[src/rtl/uart_pkg.sv]
// Shared types and helpers for the UART receive path.
package uart_pkg;

    localparam int unsigned CLOCK_FREQ_DEFAULT = 50_000_000;

    typedef enum logic [2:0] {
        IDLE,
        START,
        DATA,
        PARITY,
        STOP
    } rx_state_t;

    function automatic int unsigned clks_per_bit(input int unsigned freq, input int unsigned baud);
        return freq / baud;
    endfunction

endpackage

[src/rtl/uart_rx_sync.sv]
// Two-flop synchroniser for the asynchronous rxd pin plus falling-edge detector on the
// synchronised line.
module uart_rx_sync (
    input  logic clk,
    input  logic rst,
    input  logic rxd,
    output logic rxs,
    output logic fall
);
    logic       meta_q, meta_d;
    logic       sync_q, sync_d;
    logic       prev_q, prev_d;
    logic [1:0] warm_q, warm_d;

    always_comb begin
        meta_d = rxd;
        sync_d = meta_q;
        warm_d = {warm_q[0], 1'b1};
        // prev stays 0 until sync_q holds a real line sample, so a line already low
        // at reset release is never mistaken for a start edge.
        prev_d = warm_q[1] & sync_q;
    end

    always_ff @(posedge clk or negedge rst) begin
        if (!rst) begin
            meta_q <= 1'b1;
            sync_q <= 1'b1;
            prev_q <= 1'b0;
            warm_q <= 2'b00;
        end else begin
            meta_q <= meta_d;
            sync_q <= sync_d;
            prev_q <= prev_d;
            warm_q <= warm_d;
        end
    end

    assign rxs  = sync_q;
    assign fall = prev_q & ~sync_q;

endmodule

[src/rtl/uart_rx.sv]
// UART receiver: mid-bit sampling of the synchronised line, one-entry valid/ready buffer.
// Define UART_RX_PARITY_EN to add an even-parity bit between the data and stop bits.
module uart_rx
    import uart_pkg::*;
#(
    parameter int unsigned CLOCK_FREQ = CLOCK_FREQ_DEFAULT,
    parameter int unsigned BAUD       = 115_200,
    parameter int unsigned DATA_BITS  = 8
) (
    input  logic                 clk,
    input  logic                 rst,
    input  logic                 rxd,
    output logic [DATA_BITS-1:0] rx_data,
    output logic                 rx_valid,
    input  logic                 rx_ready,
    output logic                 frame_err,
    output logic                 parity_err,
    output logic                 overrun,
    output logic                 busy
);
    localparam int unsigned CPB   = clks_per_bit(CLOCK_FREQ, BAUD);
    localparam int unsigned CNT_W = $clog2(CPB);
    localparam int unsigned IDX_W = $clog2(DATA_BITS);

    localparam logic [CNT_W-1:0] CNT_MID  = CNT_W'(CPB / 2);
    localparam logic [CNT_W-1:0] CNT_BEND = CNT_W'(CPB - 1);
    localparam logic [IDX_W-1:0] IDX_LAST = IDX_W'(DATA_BITS - 1);

`ifdef UART_RX_PARITY_EN
    localparam rx_state_t AFTER_DATA = PARITY;
`else
    localparam rx_state_t AFTER_DATA = STOP;
`endif

    logic                 rxs;
    logic                 fall;
    logic                 mid;
    logic                 bend;
    logic                 parity_bad;

    rx_state_t            state_q, state_d;
    logic [CNT_W-1:0]     cnt_q, cnt_d;
    logic [IDX_W-1:0]     idx_q, idx_d;
    logic [DATA_BITS-1:0] shift_q, shift_d;
    logic [DATA_BITS-1:0] data_q, data_d;
    logic                 valid_q, valid_d;
    logic                 ferr_q, ferr_d;
    logic                 perr_q, perr_d;
    logic                 ovr_q, ovr_d;
    logic                 busy_q, busy_d;
`ifdef UART_RX_PARITY_EN
    logic                 par_q, par_d;
`endif

    uart_rx_sync u_sync (
        .clk  (clk),
        .rst  (rst),
        .rxd  (rxd),
        .rxs  (rxs),
        .fall (fall)
    );

    assign mid  = (cnt_q == CNT_MID);
    assign bend = (cnt_q == CNT_BEND);

`ifdef UART_RX_PARITY_EN
    // Even parity: data bits together with the parity bit must XOR to 0.
    assign parity_bad = ^{shift_q, par_q};
`else
    assign parity_bad = 1'b0;
`endif

    always_comb begin
        state_d = state_q;
        cnt_d   = cnt_q;
        idx_d   = idx_q;
        shift_d = shift_q;
        data_d  = data_q;
        valid_d = valid_q;
        ferr_d  = 1'b0;
        perr_d  = 1'b0;
        ovr_d   = 1'b0;
`ifdef UART_RX_PARITY_EN
        par_d   = par_q;
`endif

        if (state_q != IDLE) begin
            cnt_d = bend ? '0 : cnt_q + CNT_W'(1);
        end

        if (valid_q && rx_ready) begin
            valid_d = 1'b0;
        end

        case (state_q)
            IDLE: begin
                if (fall) begin
                    state_d = START;
                    cnt_d   = '0;
                end
            end
            START: begin
                if (mid && rxs) begin
                    state_d = IDLE;
                end else if (bend) begin
                    state_d = DATA;
                    idx_d   = '0;
                end
            end
            DATA: begin
                if (mid) begin
                    shift_d = {rxs, shift_q[DATA_BITS-1:1]};
                end
                if (bend) begin
                    if (idx_q == IDX_LAST) begin
                        state_d = AFTER_DATA;
                    end else begin
                        idx_d = idx_q + IDX_W'(1);
                    end
                end
            end
`ifdef UART_RX_PARITY_EN
            PARITY: begin
                if (mid) begin
                    par_d = rxs;
                end
                if (bend) begin
                    state_d = STOP;
                end
            end
`endif
            STOP: begin
                // Leaving at mid-stop leaves half a bit to catch a back-to-back start edge.
                if (mid) begin
                    state_d = IDLE;
                    ferr_d  = ~rxs;
                    perr_d  = parity_bad;
                    if (rxs && !parity_bad) begin
                        if (valid_q && !rx_ready) begin
                            ovr_d = 1'b1;
                        end else begin
                            data_d  = shift_q;
                            valid_d = 1'b1;
                        end
                    end
                end
            end
            default: begin
                state_d = IDLE;
            end
        endcase

        busy_d = (state_d != IDLE);
    end

    always_ff @(posedge clk or negedge rst) begin
        if (!rst) begin
            state_q <= IDLE;
            cnt_q   <= '0;
            idx_q   <= '0;
            shift_q <= '0;
            data_q  <= '0;
            valid_q <= 1'b0;
            ferr_q  <= 1'b0;
            perr_q  <= 1'b0;
            ovr_q   <= 1'b0;
            busy_q  <= 1'b0;
`ifdef UART_RX_PARITY_EN
            par_q   <= 1'b0;
`endif
        end else begin
            state_q <= state_d;
            cnt_q   <= cnt_d;
            idx_q   <= idx_d;
            shift_q <= shift_d;
            data_q  <= data_d;
            valid_q <= valid_d;
            ferr_q  <= ferr_d;
            perr_q  <= perr_d;
            ovr_q   <= ovr_d;
            busy_q  <= busy_d;
`ifdef UART_RX_PARITY_EN
            par_q   <= par_d;
`endif
        end
    end

    assign rx_data    = data_q;
    assign rx_valid   = valid_q;
    assign frame_err  = ferr_q;
    assign parity_err = perr_q;
    assign overrun    = ovr_q;
    assign busy       = busy_q;

endmodule
[config.mk]
export PLATFORM = sky130hd
export DESIGN_NAME = uart_rx
export DESIGN_NICKNAME = d
export VERILOG_FILES = /design/src/rtl/uart_pkg.sv /design/src/rtl/uart_rx_sync.sv /design/src/rtl/uart_rx.sv
export SDC_FILE = /design/constraint.sdc
export NUM_CORES = 1
export LEC_CHECK = 0
export BUFFER_PORTS_ARGS = -buffer_cell sky130_fd_sc_hd__buf_4
export CORE_MARGIN = 8
export CORE_UTILIZATION = 45
export DETAILED_ROUTE_END_ITERATION = 16
export GPL_TIMING_DRIVEN = 0
export HOLD_SLACK_MARGIN = 0.05
export PLACE_DENSITY = 0.66
export SLEW_MARGIN = 20
export SYNTH_ARGS = -nofsm -noshare
export SYNTH_HDL_FRONTEND = slang
export SYNTH_HIERARCHICAL = 1
export SYNTH_SLANG_ARGS = --single-unit
[constraint.sdc]
create_clock -name clk -period 1.8 [get_ports clk]
set_input_delay 0.36 -clock clk [delete_from_list [all_inputs] [get_ports clk]]
set_output_delay 0.36 -clock clk [all_outputs]
set_load 0.1 [all_outputs]
==> results of run 1 <==
## layout make-up
| cell class | count | share of cell area, % |
|---|---|---|
| Sequential cell | 40 | 44.7 |
| Multi-Input combinational cell | 110 | 38.9 |
| Timing Repair Buffer | 17 | 6.34 |
| Clock buffer | 6 | 3.67 |
| Tap cell | 50 | 2.78 |
| Clock inverter | 2 | 1.72 |
| Buffer | 7 | 1.45 |
| Inverter | 3 | 0.501 |
## sequential cells by signal, summed over array words and instances, names as in the netlist, 2 cells and up
signal and count:
shift_q 8, idx_q 3, cnt_q 9, rx_data 8, u_sync/warm_q 2, state_q 3
## repair_timing
item,CTS,global route
pin swaps,1,2
setup endpoints to repair,11,13
hold endpoints to repair,22,0
resized for setup,1,3
buffers inserted,0,1
hold buffers,1,0
## worst max-delay path by stage
stage                    start          to  slack, ns  cells past startpoint
floorplan             idx_q[0]    idx_q[0]       0.09                      5
global placement      cnt_q[1]  shift_q[7]     -0.006                      5
detailed placement    idx_q[0]    idx_q[2]      -0.04                      5
CTS                 state_q[0]  shift_q[2]      0.006                      3
global route          cnt_q[1]  shift_q[6]     -0.009                      6
finish                cnt_q[1]  shift_q[6]        0.1                      6
## metrics by stage
| stage | std cells | power (W) | utilization, % | worst slack, ns |
|---|---|---|---|---|
| after floorplan | 160 | 0.00133 | - | 0.0912 |
| after detailed placement | 225 | 0.00145 | 51.6 | -0.0376 |
| after global routing | 235 | 0.00232 | 55.8 | -0.00902 |
| final | 235 | 0.00220 | 55.8 | 0.0978 |
| after global placement | 225 | 0.00142 | 51.6 | -0.00564 |
| after CTS | 234 | 0.00221 | 55.0 | 0.00648 |
## cell families after synthesis
family / share of synthesized area (%)
and+or+nand+nor: 21.4
DFF: 52.7
AOI/OAI and AO/OA: 11.1
muxes: 9.47
buffers and inverters: 2.30
adders and majority gates: 2.63
other: 0.395
## synthesized netlist by cell type (all sizes together), types with 2 or more instances
cell | instances | area (um^2)
or3b | 4 | 35.0
o21ai | 2 | 10.0
conb | 2 | 7.51
o31ai | 9 | 67.6
or4 | 4 | 30.0
inv | 3 | 11.3
nand2 | 8 | 30.0
a21oi | 5 | 25.0
nand3 | 6 | 30.0
and4bb | 2 | 25.0
nand4b | 2 | 17.5
dfstp | 2 | 52.6
dfrtp | 38 | 951
a21o | 2 | 15.0
clkbuf | 4 | 15.0
nor2 | 3 | 11.3
nand4 | 4 | 25.0
nand4bb | 2 | 22.5
nor3 | 6 | 41.3
o211ai | 3 | 22.5
a31oi | 2 | 12.5
or3 | 4 | 25.0
ha | 4 | 50.1
a31o | 2 | 17.5
nor4b | 2 | 17.5
buf | 3 | 17.5
mux2 | 16 | 180
nor3b | 2 | 15.0
## worst max-delay path, delay by kind of cell, from the launching register on
kind	cells	cell delay (ns)
buffers and inverters	2	0.23
and+or+nand+nor	2	0.40
adders and majority gates	1	0.21
DFF	1	0.42
muxes	1	0.33
## report_power, final
part           internal [W]  switching [W]
Sequential         0.000967      0.0000882
Combinational      0.000147       0.000241
Clock              0.000453       0.000305
Total               0.00157       0.000635
## metal layers
| layer | vias to the layer above | wire [um] | track usage, % |
|---|---|---|---|
| met5 | - | 0 | 0 |
| met4 | 0 | 51 | 6.25 |
| met3 | 6 | 200 | 3.20 |
| met2 | 40 | 1810 | 19.6 |
| met1 | 707 | 1700 | 16.5 |
| li1 | 658 | - | - |
==> out/qor.yml, run 1 <==
grt_pass1_wl_um: 6630
cts_buffers: 5
worstPathMaxFanout: 8
setup_violations: 0
critPathLaunchType: "flip-flop"
slew_headroom_pct: 56.2
skew_ns: 0.00632
cts-root-buf: "clkbuf_8"
fp-row-count: 23
multi_input_area_um2: 875
status: "completed"
p_leak_nw: 1.01
grt_overflow: 0
gp_congestion: 0.891
hold_violations: 0
whs_endpoint: "u_sync/meta_q"
synthDistinctLibCells: 45
worst_ep_required_time_ns: 1.98
slew_violations: 0
n_fill_cell: 356
cts_tree: "yes"
drive_gt1_share_pct: 33.0
cp_slowest_stage_delay_ns: 0.42
fmax_mhz: 587
dr.pass1.iters: 4
holdPathStages: 1
dp_hpwl_um: 2720
avgRoutedWirePerCell_um: 16.0
seq_area_mm2: 0.00100
finalInstanceArea_mm2: 0.00225
routed_wl_um: 3770
grt_max_degree: 41
yosysSeqAreaShare_pct: 52.7
synth-async-reset-ratio_pct: 100
rrSetupSlack_ns: 0.1
criticalPathCategory: "flip-flop to flip-flop"
tightestPinTransition_ns: 0.656
nets: 192
synth-edff-count: 0
port_buffers: 15
regToRegStartpoint: "cnt_q[1]"
antenna_cells: 0
post-route-period-util_pct: 94.6
worst_setup_path_end_kind: "flip-flop"
core_area_mm2: 0.00403
irDropWorstVdd_uv: 493
synthFlopType: "dfrtp_1"
drc: 0
hold_slack_ns: 0.179
worstPathCellList: "inv_1, ha_2, nand4b_1, nor3_4, buf_12, mux2_2"
vias: 1411
viasPerCell: 6.00
slowest_stage: "dfrtp_1"
grt_pass1_vias: 1420
syn2layout_area_growth_pct: 18.2
syn-cell-area_mm2: 0.00190
final_common_cell: "dfrtp_1"
syn-num-nets: 168
die_area_mm2: 0.00657
placed_area_mm2: 0.00208
drt_iter0_drc: 69
avgSynthCellArea_um2: 11.9
min_from: "rxd"
fp.dieW_um: 81.0
start_util_pct: 47.2
arrival_ns: 1.88
synth_cells: 160
cts.path.max_buffers: 2
cts_sinks: 40
grt_use_total_pct: 12.8
yosys_warnings: 6
ioPinCount: 17
r2r-end: "shift_q[6]"
antenna_found_initial: 0
htreeDepth: 2
antenna_left: 0
synth-seq-cells: 40
cap_viol_max_count: 0
clkLatencyLatePin_ns: 0.29
rr_worst_depth: 6
path_clk_slew_ns: 0.08
layout_min_cycle_time_ns: 1.70
power_density_mw_per_mm2: 978
hold_path.class: "input pin to flip-flop"
tns_ns: 0
fp.dieH_um: 81.0
layout_common_cells: "dfrtp_1 (37), mux2_2 (16), buf_4 (16), o31ai_1 (9), nand2_1 (8)"
No activity file was read; power rests on OpenSTA's default activity.
==> run 2: changes to the inputs <==
Settings changed: CORE_UTILIZATION 45 to 58, PLACE_DENSITY 0.66 to 0.78.
Clock period 1.8 ns to 1.6 ns, I/O delays scaled along.
==> run 2 against run 1 <==
Power rose by 13%. Die area decreased by 18%. Cell area is 9.5% higher. The run now ends with setup timing left. Final cell count increased by 3.8%. Combinational power rose by 65%. Fmax rose by 4.7%.
==> out/qor.yml, run 2 (synthesis gave the netlist of run 1 again) <==
status: "finished with violations"
failed_checks: "setup timing"
criticalPathCategory: "flip-flop to flip-flop"
drive_gt1_share_pct: 49.0  # +16 points
cts-root-buf: "clkbuf_4"
cts_sinks: 40  # unchanged
cts.path.max_buffers: 2  # unchanged
final_util_pct: 76.2  # +20 points
grt_use_total_pct: 17.2  # +4.4 points
grt_setup_unrepaired: "yes"
routed_wl_um: 4380  # +16%
grt_util_met3_pct: 3.41  # +0.21 points
gp_congestion: 0.917  # +2.9%
p_total_w: 0.00248  # +13%
grt_pass1_vias: 1483  # +4.4%
hold_violations: 0  # unchanged
critPathLaunchType: "flip-flop"
cap_viol_max_count: 0  # unchanged
syn2layout_area_growth_pct: 29.5
grt_max_degree: 41  # unchanged
final_cell_count_no_fill: 244  # +3.8%
fp.dieW_um: 73.3  # -9.6%
antenna_found_initial: 0  # unchanged
port_buffers: 15  # unchanged
power_density_mw_per_mm2: 1010  # +2.8%
post-route-period-util_pct: 102  # +7.0 points
dp_hpwl_um: 2730  # +0.39%
worst_setup_path_end_kind: "flip-flop"
worst_slack_ns: -0.0256  # -0.123 ns
fmax_mhz: 615  # +4.7%
grt_util_met2_pct: 28.2  # +8.6 points
vias: 1499  # +6.2%
avgRoutedWirePerCell_um: 18.0  # +12%
regMostFlops: "cnt_q"
rrSetupSlack_ns: -0.03  # -0.12 ns
nets: 205  # +6.8%
cts_buffers: 5  # unchanged
worst_ep_required_time_ns: 1.83  # -0.15 ns
slew_violations: 0  # unchanged
final_common_cell: "dfrtp_1"
p_leak_nw: 1.08  # +7.5%
layout_min_cycle_time_ns: 1.63  # -0.0766 ns
clkLatencyLatePin_ns: 0.35  # +0.06 ns
arrival_ns: 1.85  # -0.03 ns
grt_busiest_layer: "met2"
drc: 0  # unchanged
worstPathMaxFanout: 8  # unchanged
grt_pass1_wl_um: 7200  # +8.5%
setup_violations: 9  # +9
layout_common_cells: "dfrtp_1 (36), buf_4 (31), mux2_4 (8), mux2_2 (8), clkbuf_4 (7)"
cts_tree: "yes"
hold_slack_ns: 0.0835  # -0.0951 ns
skew_ns: 0.0208  # +0.0144 ns
use_met1_pct: 21.7  # +5.2 points
start_util_pct: 58.9  # +12 points
ioPinCount: 17  # unchanged
irDropWorstVdd_uv: 671  # +36%
htreeDepth: 2  # unchanged
largest_register_ffs: 9  # unchanged
antenna_left: 0  # unchanged
die_area_mm2: 0.00537  # -18%
hold_path.class: "input pin to flip-flop"
dp.cells: 221  # -1.8%
core_area_mm2: 0.00323  # -20%
fp-row-count: 21  # -8.7%
antenna_cells: 0  # unchanged
drt_iter0_drc: 127  # +84%
viasPerCell: 6.14  # +2.3%
path_clk_slew_ns: 0.12  # +0.04 ns
grt_overflow: 0  # unchanged
dr.pass1.iters: 4  # unchanged
fp.dieH_um: 73.3  # -9.6%
-- run 2: layout make-up --
cell class	instances	area, um^2
Clock inverter	3	42.5
Inverter	3	11.3
Timing Repair Buffer	31	248
Clock buffer	5	37.5
Buffer	6	46.3
Multi-Input combinational cell	110	1010
Tap cell	46	57.6
Fill cell	236	768
Sequential cell	40	1010
-- run 2: final timing paths --
check | from | to | cells past startpoint
min in group asynchronous | rst | idx_q[2] | 2
worst max-delay path | cnt_q[5] | shift_q[6] | 4
max in group asynchronous | rst | rx_valid | 2
worst min register to register | u_sync/warm_q[0] | u_sync/warm_q[1] | 0
worst max register to register | cnt_q[5] | shift_q[6] | 4
worst min-delay path | rxd | u_sync/meta_q | 1
-- run 2: timing repair --
action,in CTS,in global routing
pin swaps,3,8
buffers inserted,10,5
resized for setup,23,24
hold buffers,1,0
hold endpoints to repair,38,0
endpoints found under the setup margin,23,32
-- run 2: where the power goes --
| group | switching (W) | leakage (nW) | internal (W) |
|---|---|---|---|
| logic | 0.000359 | 0.514 | 0.000281 |
| clock network | 0.000338 | 0.0412 | 0.000326 |
| registers | 0.0000874 | 0.529 | 0.00109 |
| total | 0.000785 | 1.08 | 0.00169 |
-- run 2: stage by stage --
| stage | cell area [um^2] | setup TNS (ns) | worst slack [ns] |
|---|---|---|---|
| final | 2460 | -0.116 | -0.0256 |
| after global routing | 2460 | -1.09 | -0.0759 |
| after CTS | 2340 | -0.310 | -0.0322 |
| after detailed placement | 2080 | -2.77 | -0.201 |
| after global placement | 2080 | -2.09 | -0.163 |
| after floorplan | 1910 | -0.0317 | -0.00396 |
-- run 2: critical path: stages, from the launching register on --
cell and delay [ns]:
dfrtp_1 0.48, nand4bb_1 0.30, nor3_4 0.26, buf_12 0.16, mux2_4 0.30
-- run 2: per-layer routing --
metal  wire (um)  part of all wire, %
met4          82                  1.9
met1        1900                   43
met3         152                  3.5
met2        2250                   51
met5           0                    0
==> run 3: changes to the inputs <==
Settings changed: ABC_AREA from default to 1.
==> run 3 against run 2 <==
The flow now finishes without violations. Highest routed layer unchanged. Fmax grew 12%. Sequential power about the same. Non-clock buffer count decreased by 16. Clock power is 6.8% higher. Largest power group unchanged. Die area grew 1.5%. Area after synthesis up 2.0%.
==> out/qor.yml, run 3 <==
switching_share_pct: 30.5  # -1.2 points
p_sw_w: 0.000730  # -6.9%
power_frac_clock_pct: 29.6  # +2.8 points
fp-row-count: 21  # unchanged
htreeDepth: 2  # unchanged
power_density_mw_per_mm2: 1070  # +6.2%
yosys.area.top_type: "dfrtp_1"
synth_compound_area_share_pct: 12.1  # +1.0 points
viasPerCell: 4.71  # -23%
synth_commonest_cells: "dfrtp_1 (38), inv_1 (36), nand2_1 (35)"
path_clk_slew_ns: 0.12  # about the same
synthFlopType: "dfrtp_1"
worst_setup_path_end_kind: "flip-flop"
worst_slack_ns: 0.154  # +0.179 ns
seqPwrFrac_pct: 49.6  # +2.2 points
cts_tree: "yes"
yosysMostFrequentCell: "dfrtp_1"
hold_path.class: "input pin to flip-flop"
clkLatencyLatePin_ns: 0.35  # about the same
vias: 1353  # -9.7%
final_cell_count_no_fill: 287  # +18%
intPower_w: 0.00167  # -1.6%
routed_wl_um: 3290  # -25%
grt_setup_unrepaired: "no"
p_comb_share_pct: 20.8  # -5.0 points
grt_util_met3_pct: 4.50  # +1.1 points
synthAdderAreaFrac_pct: 2.58  # -0.051 points
crit_buf_inv: 2  # +1
post-route-period-util_pct: 90.4  # -11 points
slew_violations: 0  # unchanged
antenna_cells: 0  # unchanged
hold_violations: 0  # unchanged
worstPathCellList: "inv_2, ha_4, nand2_1, nor2_2, nand4_4, buf_6, nand2_2, o21ai_2"
die_area_mm2: 0.00545  # +1.5%
yosysSeqAreaShare_pct: 51.7  # -1.0 points
grt_busiest_layer: "met2"
critPathLaunchType: "flip-flop"
regMostFlops: "cnt_q"
p_leak_nw: 1.14  # +5.4%
min_from: "rx_ready"
whs_endpoint: "rx_valid"
synth-async-reset-ratio_pct: 100  # unchanged
synth_area_leaders: "dfrtp_1 (49%), o21ai_2 (7.7%), inv_1 (7.0%)"
criticalPathCategory: "flip-flop to flip-flop"
avgRoutedWirePerCell_um: 11.5  # -36%
port_buffers: 15  # unchanged
fp.dieW_um: 73.8  # +0.77%
drive_gt1_share_pct: 31.1  # -18 points
cp_slowest_stage_delay_ns: 0.42  # -0.06 ns
syn-num-nets: 223  # +33%
dr.pass1.iters: 4  # unchanged
fp.dieH_um: 73.8  # +0.77%
layout_common_cells: "dfrtp_1 (36), inv_1 (35), nand2_1 (35), nor2_1 (21)"
final_common_cell: "dfrtp_1"
synth_top_family_by_area: "simple AND/OR/NAND/NOR gates"
antenna_left: 0  # unchanged
multi_input_area_um2: 766  # -25%
dp.cells: 276  # +25%
synth-seq-cells: 40  # unchanged
cp_top_family: "simple AND/OR/NAND/NOR gates"
tns_ns: 0  # +0.116 ns
regToRegStartpoint: "cnt_q[1]"
cp_num_cells: 8  # +4
rr_worst_depth: 8  # +4
dp_hpwl_um: 2420  # -11%
nets: 248  # +21%
start_util_pct: 59.1  # +0.20 points
setup_violations: 0  # -9
cts-root-buf: "clkbuf_4"
arrival_ns: 1.70  # -0.15 ns
n_fill_cell: 266  # +13%
synthMuxAreaShare_pct: 0  # -9.5 points
use_met1_pct: 18.4  # -3.3 points
irDropWorstVdd_uv: 734  # +9.4%
cts_buffers: 5  # unchanged
final_util_pct: 68.3  # -7.9 points
synth-edff-count: 0  # unchanged
synth_cells: 215  # +34%
grt_max_degree: 41  # unchanged
antenna_found_initial: 0  # unchanged
largest_register_ffs: 9  # unchanged
grt_util_met2_pct: 23.2  # -5.0 points
synthSimpleGateAreaFrac_pct: 22.8  # +1.5 points
status: "completed"
skew_ns: 0.00441  # -0.0163 ns
grt_pass1_vias: 1412  # -4.8%
syn2layout_area_growth_pct: 15.6
place_worst_setup_slack_ns: 0.0539  # +0.255 ns
worstPathMaxFanout: 10  # +2
ioPinCount: 17  # unchanged
cts.path.max_buffers: 2  # unchanged
seq_area_mm2: 0.00101  # unchanged
drc: 0  # unchanged
netlist.area_leader.share_pct: 49.0  # -0.97 points
rrSetupSlack_ns: 0.15  # +0.18 ns
fmax_mhz: 691  # +12%
slowest_stage: "dfrtp_1"
grt_use_total_pct: 14.7  # -2.5 points
layout_min_cycle_time_ns: 1.45  # -0.179 ns
syn-cell-area_mm2: 0.00194  # +2.0%
grt_overflow: 0  # unchanged
yosys_warnings: 6  # unchanged
synthDistinctLibCells: 29  # -36%
gp_congestion: 0.810  # -12%
core_area_mm2: 0.00328  # +1.6%
drt_iter0_drc: 68  # -46%
avgSynthCellArea_um2: 9.03  # -24%
worst_ep_required_time_ns: 1.85  # +0.02 ns
cts_sinks: 40  # unchanged
holdPathStages: 4  # +3
r2r-end: "rx_data[6]"
synthXorXnorAreaFrac_pct: 0.903  # +0.90 points
grt_pass1_wl_um: 6220  # -14%
cap_viol_max_count: 0  # unchanged
run 3: cell type report:
| cell class | instances | share of cell area [%] |
|---|---|---|
| Sequential cell | 40 | 44.8 |
| Clock inverter | 2 | 1.73 |
| Multi-Input combinational cell | 131 | 34.1 |
| Buffer | 3 | 1.34 |
| Timing Repair Buffer | 18 | 6.25 |
| Clock buffer | 6 | 2.29 |
| Inverter | 41 | 6.86 |
| Tap cell | 46 | 2.57 |
run 3: how the worst max path moves through the flow:
stage / startpoint / end / slack, ns
3_5_place_dp: cnt_q[1] / rx_data[6] / 0.05
3_3_place_gp: cnt_q[1] / rx_data[5] / 0.07
6_report: cnt_q[1] / rx_data[6] / 0.15
4_1_cts: cnt_q[1] / rx_data[6] / 0.05
5_1_grt: cnt_q[1] / shift_q[6] / 0.02
2_1_floorplan: rx_valid / rx_data[5] / 0.15
run 3: kinds of logic after synthesis:
| logic type | Yosys count |
|---|---|
| adders and majority gates | 4 |
| other | 2 |
| and+or+nand+nor | 90 |
| buffers and inverters | 44 |
| DFF | 40 |
| AOI/OAI and AO/OA | 33 |
| xor gates and xnor gates | 2 |
run 3: routing by layer:
layer | part of all wire [%] | wire length [um]
met1 | 48 | 1580
met2 | 47 | 1540
met3 | 3.6 | 117
met4 | 1.6 | 52
met5 | 0 | 0
run 3: worst min-delay path: cells and delay by family:
family	cells	cell delay [ns]
buffers and inverters	2	0.14
AND/OR/NAND/NOR	2	0.10
run 3: repair_timing:
| action | 4_1_cts | 5_1_grt |
|---|---|---|
| hold endpoints to repair | 38 | 1 |
| hold buffers | 1 | 1 |
| setup buffers | 0 | 1 |
| gates resized for setup | 0 | 4 |
| endpoints found under the setup margin | 0 | 19 |
run 3: per-stage QoR:
stage | instance area (um^2) | hold WS [ns] | total power, W
finish | 2240 | 0.225 | 0.00240
global route | 2240 | 0.225 | 0.00253
global placement | 2110 | 0.325 | 0.00162
CTS | 2210 | 0.0581 | 0.00235
floorplan | 1940 | 0.0244 | 0.00153
detailed placement | 2110 | 0.325 | 0.00164
run 3: power groups by stage:
stage / registers [W] / clock network (W) / logic [W]
floorplan: 0.00122 / 0 / 0.000312
global placement: 0.00119 / 0 / 0.000432
detailed placement: 0.00120 / 0 / 0.000445
CTS: 0.00117 / 0.000724 / 0.000449
global route: 0.00120 / 0.000767 / 0.000569
finish: 0.00119 / 0.000709 / 0.000498
